$ cat src/rtl/video_mode_ctrl.sv
// video_mode_ctrl: debounced runtime video-mode selector that mutes video and restarts timing on frame boundaries.
// Optional feature macro VIDEO_MODE_LOCK_EN: mode_lock blocks mode acceptance while in RUN.
module video_mode_ctrl #(
  parameter int unsigned NUM_MODES     = 3,
  parameter int unsigned MODE_W        = 2,
  parameter int unsigned DEFAULT_MODE  = 1,
  parameter int unsigned STABLE_FRAMES = 2,
  parameter int unsigned SETTLE_FRAMES = 2,
  parameter bit          VSYNC_POL     = 1'b1
) (
  input  logic              clock,
  input  logic              reset_n,
  input  logic [7:0]        config_data,
  input  logic              vsync,
  input  logic              mode_lock,
  output logic [MODE_W-1:0] mode_sel,
  output logic              timing_restart,
  output logic              video_mute,
  output logic              mode_changed,
  output logic              busy,
  output logic              bad_mode
);

  localparam int unsigned STB_W = $clog2(STABLE_FRAMES + 1);
  localparam int unsigned SET_W = $clog2(SETTLE_FRAMES + 1);
  localparam logic [STB_W-1:0]  STABLE_MAX = STB_W'(STABLE_FRAMES);
  localparam logic [SET_W-1:0]  SETTLE_MAX = SET_W'(SETTLE_FRAMES);
  localparam logic [MODE_W-1:0] DEF_MODE   = MODE_W'(DEFAULT_MODE);

  typedef enum logic [1:0] {
    RUN    = 2'd0,
    MUTE   = 2'd1,
    SWITCH = 2'd2,
    SETTLE = 2'd3
  } state_t;

  state_t            state_q, state_d;
  logic [MODE_W-1:0] mode_sel_q, mode_sel_d;
  logic [MODE_W-1:0] cand_q, cand_d;
  logic [STB_W-1:0]  stable_q, stable_d;
  logic [SET_W-1:0]  settle_q, settle_d;
  logic              vsync_q;
  logic              frame_start_q, frame_start_d;
  logic              mute_q, mute_d;
  logic              restart_q, restart_d;
  logic              changed_q, changed_d;
  logic              bad_q, bad_d;
  logic              first_q, first_d;

  logic [MODE_W-1:0] req;
  logic              req_bad;
  logic              lock_hold;
  logic              unused_in;

  assign req     = config_data[MODE_W-1:0];
  assign req_bad = (32'(req) >= NUM_MODES);

`ifdef VIDEO_MODE_LOCK_EN
  assign lock_hold = mode_lock;
  assign unused_in = ^config_data;
`else
  assign lock_hold = 1'b0;
  assign unused_in = ^{config_data, mode_lock};
`endif

  always_comb begin
    frame_start_d = VSYNC_POL ? (vsync & ~vsync_q) : (~vsync & vsync_q);
  end

  always_comb begin
    state_d    = state_q;
    mode_sel_d = mode_sel_q;
    cand_d     = cand_q;
    stable_d   = stable_q;
    settle_d   = settle_q;
    mute_d     = mute_q;
    restart_d  = 1'b0;
    changed_d  = 1'b0;
    bad_d      = bad_q;
    first_d    = first_q;

    case (state_q)
      RUN: begin
        if (frame_start_q) begin
          if (req_bad) begin
            bad_d    = 1'b1;
            stable_d = '0;
          end else if (req != cand_q) begin
            cand_d   = req;
            stable_d = STB_W'(1);
          end else if (stable_q != STABLE_MAX) begin
            stable_d = stable_q + 1'b1;
          end
          // Acceptance uses the freshly updated filter so a saturated, different
          // candidate (e.g. after lock release) switches on this frame start.
          if (!lock_hold && (stable_d == STABLE_MAX) && (cand_d != mode_sel_q)) begin
            state_d = MUTE;
            mute_d  = 1'b1;
          end
        end
      end
      MUTE: begin
        if (frame_start_q) begin
          state_d   = SWITCH;
          restart_d = 1'b1;
        end
      end
      SWITCH: begin
        mode_sel_d = cand_q;
        settle_d   = '0;
        state_d    = SETTLE;
      end
      SETTLE: begin
        if (frame_start_q) begin
          settle_d = settle_q + 1'b1;
          if (settle_d == SETTLE_MAX) begin
            state_d   = RUN;
            mute_d    = 1'b0;
            changed_d = ~first_q;
            first_d   = 1'b0;
          end
        end
      end
      default: state_d = RUN;
    endcase
  end

  always_ff @(posedge clock or negedge reset_n) begin
    if (!reset_n) begin
      state_q       <= SETTLE;
      mode_sel_q    <= DEF_MODE;
      cand_q        <= DEF_MODE;
      stable_q      <= '0;
      settle_q      <= '0;
      vsync_q       <= VSYNC_POL;
      frame_start_q <= 1'b0;
      mute_q        <= 1'b1;
      restart_q     <= 1'b0;
      changed_q     <= 1'b0;
      bad_q         <= 1'b0;
      first_q       <= 1'b1;
    end else begin
      state_q       <= state_d;
      mode_sel_q    <= mode_sel_d;
      cand_q        <= cand_d;
      stable_q      <= stable_d;
      settle_q      <= settle_d;
      vsync_q       <= vsync;
      frame_start_q <= frame_start_d;
      mute_q        <= mute_d;
      restart_q     <= restart_d;
      changed_q     <= changed_d;
      bad_q         <= bad_d;
      first_q       <= first_d;
    end
  end

  assign mode_sel       = mode_sel_q;
  assign timing_restart = restart_q;
  assign video_mute     = mute_q;
  assign mode_changed   = changed_q;
  assign busy           = (state_q != RUN);
  assign bad_mode       = bad_q;

endmodule

$ cat config.mk
export PLATFORM = sky130hd
export DESIGN_NAME = video_mode_ctrl
export DESIGN_NICKNAME = d
export VERILOG_FILES = /design/src/rtl/video_mode_ctrl.sv
export SDC_FILE = /design/constraint.sdc
export NUM_CORES = 1
export LEC_CHECK = 0
export CORE_UTILIZATION = 40
export DETAILED_ROUTE_END_ITERATION = 6
export GPL_ROUTABILITY_DRIVEN = 0
export PLACE_DENSITY_LB_ADDON = 0.15
export SYNTH_ARGS = -nofsm -noshare
export SYNTH_HDL_FRONTEND = slang
export SYNTH_SLANG_ARGS = --single-unit
$ cat constraint.sdc
create_clock -name clock -period 3 [get_ports clock]
set_clock_uncertainty 0.05 [all_clocks]
set_input_delay 0.45 -clock clock [delete_from_list [all_inputs] [get_ports clock]]
set_output_delay 0.45 -clock clock [all_outputs]
set_load 0.1 [all_outputs]
==> impl_metrics.json, run 1 <==
{
  "period_needed_ns": 2.13,
  "detail-route-antenna-nets": 0,
  "switching_power_mw": 0.610,
  "hold_class": "register to register",
  "ctsResizeCount": 0,
  "synth_edf_count": 0,
  "grt-ovfl-total": 0,
  "finalCritPeriodShare": 0.711,
  "holdBufCountCts": 0,
  "relSlewSlack": 0.494,
  "grt_max_degree": 18,
  "cts_max_path_buffers": 2,
  "ys.flop_type": "dfrtp_1",
  "path_class": "register to primary output",
  "vias": 677,
  "diodes": 0,
  "cts.htree.levels": 1,
  "antenna_found_initial": 0,
  "dieArea_mm2": 0.00250,
  "first_global_vias": 650,
  "ys_types": 31,
  "area_growth_pct": 15.6,
  "crit_required_ns": 2.50,
  "cts_sinks": 17,
  "maxSlewViolCount": 0,
  "cts_inserted_buffers": 3,
  "post_drt_wl_per_cell_um": 12.3,
  "finalSetupTns_ns": 0,
  "vdd_ir_drop_max_uv": 524,
  "tightestPinTransition_ns": 0.757,
  "crit_buf_inv": 3,
  "cp_common_cell": "inv_1",
  "comb_power_share": 0.573,
  "clockPowerShare": 0.100,
  "grt_use_total": 0.152,
  "nNetsFinal": 125,
  "hold_viol": 0,
  "io_pins": 19,
  "yosysSeqAreaShare": 0.470,
  "tritoncts": "built",
  "synthArstFlopShare": 1.00,
  "setup_viol": 0,
  "critPathCaptureType": "primary output",
  "syn_nets": 110,
  "chipHeight_um": 50.0,
  "path_clk_slew_ns": 0.10,
  "arrival_ns": 1.63,
  "hold_ws_ns": 0.436,
  "ys_warn_count": 0,
  "cap_violations": 0,
  "power_leakage_nw": 0.475,
  "cp_top_family": "flip-flops",
  "slowest_delay_ns": 0.57,
  "vias_per_cell": 5.05,
  "rsz0062_at_grt": "false",
  "post-cts-setup-buffers": 0,
  "slowest_stage": "dfstp_2",
  "p_sw_frac": 0.492,
  "start_util": 0.421,
  "rows": 17,
  "status": "finished, final reports clean",
  "die_w_um": 50.0,
  "synth_area_per_cell_um2": 10.0,
  "grt_pass1_wl_mm": 2.83,
  "drc": 0,
  "root_buffer": "clkbuf_4",
  "fmax_ghz": 0.469,
  "drt-initial-drc-count": 10,
  "start_kind": "register",
  "wl_mm": 1.65,
  "insertion_delay_ns": 0.29,
  "synth_cells": 92,
  "drive_gt1_frac": 0.217,
  "hpwl_mm": 1.23,
  "core_mm2": 0.00219,
  "portBuffers": 11,
  "powerDensity_mw_per_mm2": 1160,
  "p_int_mw": 0.631,
  "synth_seq_cells": 17,
  "cp_max_fo": 7,
  "first_pass_iters": 4,
  "crit_chain": "inv_1, ha_1, inv_1, buf_4",
  "syn_area_um2": 923,
  "seqPwrFrac": 0.327
}
metal layers:
| metal | track usage | vias up | part of all wire |
|---|---|---|---|
| li1 | - | 348 | - |
| met1 | 0.197 | 318 | 0.53 |
| met2 | 0.242 | 9 | 0.45 |
| met3 | 0.0278 | 2 | 0.019 |
| met4 | 0.0714 | 0 | 0.0061 |
| met5 | 0 | - | 0 |
state kept, by name, indices dropped and copies added, names as in the netlist, 2 cells and up:
name,count
cand_q,2
mode_sel,2
settle_q,2
stable_q,2
state_q,2
layout make-up:
class	instances	area, µm²
fillers	204	1120
clock inverters	1	5.00
repair buffers	11	92.6
multi-input cells	65	444
well taps	28	35.0
flip-flops and latches	17	434
clock buffers	3	22.5
inverters	9	33.8
cell families after synthesis:
group                    after synthesis  share of synthesized area
AND/OR/NAND/NOR                       34                      0.184
multiplexers                           2                     0.0244
flip-flops                            17                      0.470
AO/OA/AOI/OAI                         20                      0.163
adder cells (fa/ha/maj)                6                     0.0813
buffers and inverters                 10                     0.0488
XOR/XNOR                               3                     0.0285
power by group through the flow:
stage / registers (mW) / clock network, mW / logic (mW)
final: 0.405 / 0.124 / 0.711
after global routing: 0.421 / 0.139 / 0.773
after CTS: 0.406 / 0.129 / 0.717
after detailed placement: 0.410 / 0 / 0.717
after global placement: 0.408 / 0 / 0.703
after floorplan: 0.564 / 0 / 0.413
worst paths after layout:
kind                             from           to  slack (ns)  cells after the start
min reg2reg                  bad_mode     bad_mode        0.44                      1
max in group asynchronous     reset_n  settle_q[1]        1.88                      1
max                        state_q[0]         busy        0.87                      4
min                          bad_mode     bad_mode        0.44                      1
max reg2reg                state_q[0]   state_q[1]        1.17                      6
min in group asynchronous     reset_n     bad_mode        0.54                      1
Yosys cell counts (all sizes together), types with 3 or more instances:
cell	n	share of area
nand2	10	0.041
o21ai	7	0.038
ha	6	0.081
and2	3	0.020
dfstp	7	0.20
inv	9	0.037
dfrtp	10	0.27
nor2	8	0.033
nand3	4	0.022
o22ai	3	0.020
placed cells by master (no fill, tap or decap), types with 2 or more instances in the layout:
cell type / n
dfrtp_1: 10
nor2b_1: 2
o22ai_1: 3
nand3_1: 4
mux2_2: 2
nor2_1: 8
nor3b_1: 2
nand2_1: 10
o21ai_0: 7
dfstp_2: 7
xnor2_1: 2
clkdlybuf4s50_1: 4
buf_4: 7
clkbuf_4: 3
and2_1: 3
inv_1: 9
ha_1: 6
metrics by stage:
step / cell area [µm²] / worst slack, ns / std cells / total power [mW] / utilization
6_report: 1070 / 0.867 / 134 / 1.24 / 0.487
4_1_cts: 1070 / 0.855 / 134 / 1.25 / 0.487
3_5_place_dp: 1040 / 0.958 / 130 / 1.13 / 0.475
3_3_place_gp: 1040 / 0.982 / 130 / 1.11 / 0.475
2_1_floorplan: 923 / 0.994 / 92 / 0.978 / -
5_1_grt: 1070 / 0.791 / 134 / 1.33 / 0.487
Power figures use the tool's default switching activity.
==> run 2, diff against run 1 <==
- clock period: 3 -> 2 ns (I/O delays scaled with it)
==> run 2 against run 1 <==
- non-clock buffer count grew 6
- clock power is 54% higher
- sequential share of layout area fell by 3.1 points
- power grew 63%
- die area stayed put
- count of clock-buffer cells in the layout stayed put
- utilization up 4.1 points
- largest cell class unchanged
- largest power group unchanged
==> impl_metrics.json, run 2 (same netlist as run 1, synthesis figures left out) <==
{
  "root_buffer": "clkbuf_4",
  "cts_max_path_buffers": 2,
  "finalCritPeriodShare": 0.961,
  "dieArea_mm2": 0.00250,
  "cts_sinks": 17,
  "utilization": 0.528,
  "grt-ovfl-total": 0,
  "tritoncts": "built",
  "grt_use_total": 0.163,
  "multi_input_area_um2": 444,
  "cts.htree.levels": 1,
  "path_clk_slew_ns": 0.11,
  "vias": 705,
  "tightestPinTransition_ns": 0.278,
  "grt_max_degree": 18,
  "cts_inserted_buffers": 3,
  "reg2regPathDepth": 6,
  "vdd_ir_drop_max_uv": 988,
  "fillCellCount": 190,
  "fmax_ghz": 0.520,
  "insertion_delay_ns": 0.30,
  "area_growth_pct": 25.2,
  "r2r_start": "state_q[0]",
  "powerDensity_mw_per_mm2": 1750,
  "die_w_um": 50.0,
  "start_util": 0.421,
  "rows": 17,
  "cap_violations": 0,
  "placed_cell_area_mm2": 0.00110,
  "start_kind": "register",
  "seqCellArea_um2": 434,
  "critPathCaptureType": "primary output",
  "grt_pass1_wl_mm": 2.95,
  "hold_viol": 0,
  "rsz0062_at_grt": "false",
  "setup_viol": 0,
  "holdBufCountCts": 0,
  "rrSetupSlack_ns": 0.26,
  "maxSlewViolCount": 0,
  "wl_mm": 1.75,
  "relSlewSlack": 0.816,
  "hold_ws_ns": 0.260,
  "hold_class": "primary input to async pin",
  "first_global_vias": 642,
  "antenna_found_initial": 0,
  "path_class": "register to primary output",
  "first_pass_iters": 4,
  "power_leakage_nw": 0.514,
  "post_drt_wl_per_cell_um": 12.5,
  "arrival_ns": 1.57,
  "hpwl_mm": 1.27,
  "drive_gt1_frac": 0.268,
  "diodes": 0,
  "vias_per_cell": 5.04,
  "chipHeight_um": 50.0,
  "period_needed_ns": 1.92,
  "design_area_mm2": 0.00116,
  "detail-route-antenna-nets": 0,
  "portBuffers": 11,
  "rr_endpoint": "state_q[1]",
  "core_mm2": 0.00219,
  "nNetsFinal": 131,
  "drt-initial-drc-count": 8,
  "cp_max_fo": 6,
  "layout_common_cells": "nand2_1, dfrtp_1, buf_4",
  "ctsResizeCount": 0,
  "post-cts-setup-buffers": 0,
  "io_pins": 19,
  "status": "finished, final reports clean",
  "crit_required_ns": 1.65,
  "finalSetupTns_ns": 0,
  "drc": 0
}
run 2: changes by cell type in the layout (fill, tap and decap cells not counted):
cell        before  now
buf_4            7   10
buf_12           0    3
clkinvlp_4       0    2
clkinv_2         1    0
inv_1            9    8
run 2: worst max path at each step:
stage | from | to | slack [ns] | depth (start not counted)
floorplan | mode_sel[1] | video_mute | 0.08 | 4
global placement | config_data[1] | video_mute | 0.13 | 5
detailed placement | config_data[1] | video_mute | 0.11 | 5
CTS | state_q[0] | busy | 0.04 | 5
global route | state_q[0] | busy | 0.002 | 5
finish | state_q[0] | busy | 0.08 | 5
run 2: power by group:
part	switching [mW]	internal, mW	leakage (nW)
combinational	0.738	0.483	0.298
clock	0.115	0.0761	0.0139
sequential	0.109	0.498	0.202
run 2: area by class of cell:
cell class | count | share of cell area
Clock buffer | 3 | 0.0195
Tap cell | 28 | 0.0303
Clock inverter | 1 | 0.00649
Sequential cell | 17 | 0.376
Timing Repair Buffer | 17 | 0.152
Inverter | 9 | 0.0325
Multi-Input combinational cell | 65 | 0.384
run 2: stage by stage:
step | cells | worst slack (ns) | power, mW
final | 140 | 0.0776 | 2.02
after CTS | 137 | 0.0413 | 1.99
after global routing | 140 | 0.00182 | 2.17
after floorplan | 92 | 0.0755 | 1.48
after detailed placement | 133 | 0.107 | 1.79
after global placement | 133 | 0.133 | 1.76
run 2: critical path, cell delays in order, from the launching register on:
cell and delay [ns]:
dfstp_2 0.56, inv_1 0.08, ha_1 0.22, buf_4 0.16, clkinvlp_4 0.09, buf_12 0.17
run 2: layer usage:
layer,wire length (µm),GRT usage,vias up
li1,-,-,360
met1,836,0.198,330
met2,819,0.258,13
met3,69,0.0556,2
met4,25,0.0714,0
met5,0,0,-
==> run 3, diff against run 2 <==
- CORE_MARGIN: default -> 3
==> run 3 against run 2 <==
- sequential cell count is the same
- combinational power shrank 3%
- via count grew 2.0%
- routed wire length grew 1.3%
- cell count shrank 2.1%
- register-to-register slack gained 0.02 ns
- sequential share of layout area grew 0.54 points
- utilization grew 2.5 points
- largest power group unchanged
- highest routed layer unchanged
==> impl_metrics.json, run 3 (same netlist as run 1, synthesis figures left out) <==
{
  "crit_required_ns": 1.65,
  "rrSetupSlack_ns": 0.28,
  "insertion_delay_ns": 0.30,
  "start_util": 0.448,
  "hold_class": "primary input to async pin",
  "root_buffer": "clkbuf_4",
  "io_pins": 19,
  "drive_gt1_frac": 0.264,
  "reg2regPathDepth": 6,
  "fmax_ghz": 0.523,
  "relSlewSlack": 0.814,
  "startpoint": "state_q[0]",
  "dieArea_mm2": 0.00292,
  "drt-initial-drc-count": 7,
  "hold_ws_ns": 0.254,
  "cp_max_fo": 6,
  "hold_viol": 0,
  "diodes": 0,
  "instances_no_fill": 137,
  "rsz0062_at_grt": "false",
  "cts_max_path_buffers": 2,
  "arrival_ns": 1.56,
  "first_global_vias": 675,
  "r2r_start": "state_q[0]",
  "nNetsFinal": 129,
  "path_class": "register to primary output",
  "chipHeight_um": 54.0,
  "detail-route-antenna-nets": 0,
  "first_pass_iters": 4,
  "rows": 16,
  "critPathCaptureType": "primary output",
  "core_mm2": 0.00206,
  "dp_cells": 132,
  "tightestPinTransition_ns": 0.281,
  "powerDensity_mw_per_mm2": 1750,
  "start_kind": "register",
  "worstSetupEndpoint": "busy",
  "cts.htree.levels": 1,
  "holdBufCountCts": 0,
  "cts_inserted_buffers": 3,
  "die_w_um": 54.0,
  "path_clk_slew_ns": 0.10,
  "rr_endpoint": "state_q[1]",
  "hpwl_mm": 1.30,
  "finalCritPeriodShare": 0.957,
  "layout_common_cells": "nand2_1, dfrtp_1, inv_1, nor2_1, buf_4",
  "vias": 719,
  "fillCellCount": 186,
  "drc": 0,
  "wl_mm": 1.77,
  "tritoncts": "built",
  "grt_pass1_wl_mm": 3.15,
  "setup_viol": 0,
  "power_leakage_nw": 0.507,
  "fin_total_pwr_mw": 1.99,
  "post_drt_wl_per_cell_um": 12.9,
  "status": "finished, final reports clean",
  "utilization": 0.553,
  "period_needed_ns": 1.91,
  "cap_violations": 0,
  "antenna_found_initial": 0,
  "grt_use_total": 0.156,
  "portBuffers": 11,
  "maxSlewViolCount": 0,
  "grt-ovfl-total": 0,
  "vias_per_cell": 5.25,
  "grt_max_degree": 18,
  "area_growth_pct": 23.4,
  "finalSetupTns_ns": 0,
  "vdd_ir_drop_max_uv": 966,
  "cts_sinks": 17
}
## run 3: final cells by class
| class | instances | area (µm²) | area share |
|---|---|---|---|
| tap | 27 | 33.8 | 0.0296 |
| clock inverter | 1 | 5.00 | 0.00439 |
| inverter | 9 | 37.5 | 0.0329 |
| timing repair buffer | 15 | 160 | 0.141 |
| multi-input combinational | 65 | 447 | 0.392 |
| sequential | 17 | 434 | 0.381 |
| clock buffer | 3 | 22.5 | 0.0198 |
## run 3: worst min-delay path by stage
stage | slack [ns] | from | depth (start not counted) | to
2_1_floorplan | -0.05 | reset_n | 0 | bad_mode
3_3_place_gp | 0.41 | bad_mode | 1 | bad_mode
3_5_place_dp | 0.41 | bad_mode | 1 | bad_mode
4_1_cts | 0.26 | reset_n | 2 | bad_mode
5_1_grt | 0.27 | reset_n | 2 | stable_q[0]
6_report | 0.25 | reset_n | 2 | bad_mode
## run 3: routing by layer
metal	GRT usage	wire (µm)	vias to the layer above
met1	0.196	869	345
met2	0.242	777	13
met4	0.0622	30	0
li1	-	-	356
met5	0	0	-
met3	0.0554	95	5
## run 3: critical path, stage by stage (launching register included)
cell        delay, ns
dfstp_2          0.56
inv_1            0.09
ha_2             0.20
buf_4            0.16
clkinvlp_4       0.09
buf_12           0.17
## run 3: per-stage QoR
step | setup WS, ns | instance area (µm²)
6_report | 0.0867 | 1140
5_1_grt | 0.0253 | 1140
4_1_cts | 0.0356 | 1130
3_5_place_dp | 0.126 | 1100
3_3_place_gp | 0.136 | 1100
2_1_floorplan | 0.0755 | 927
## run 3: power breakdown
part           internal, mW  switching, mW  total (mW)
combinational         0.461          0.724        1.18
clock                0.0746          0.115       0.189
sequential            0.498          0.118       0.616
## run 3: repair_timing
action / 4_1_cts / 5_1_grt
resized for setup: 0 / 1
setup buffers: 0 / 1
endpoints found under the setup margin: 0 / 1
hold endpoints to repair: 0 / 0
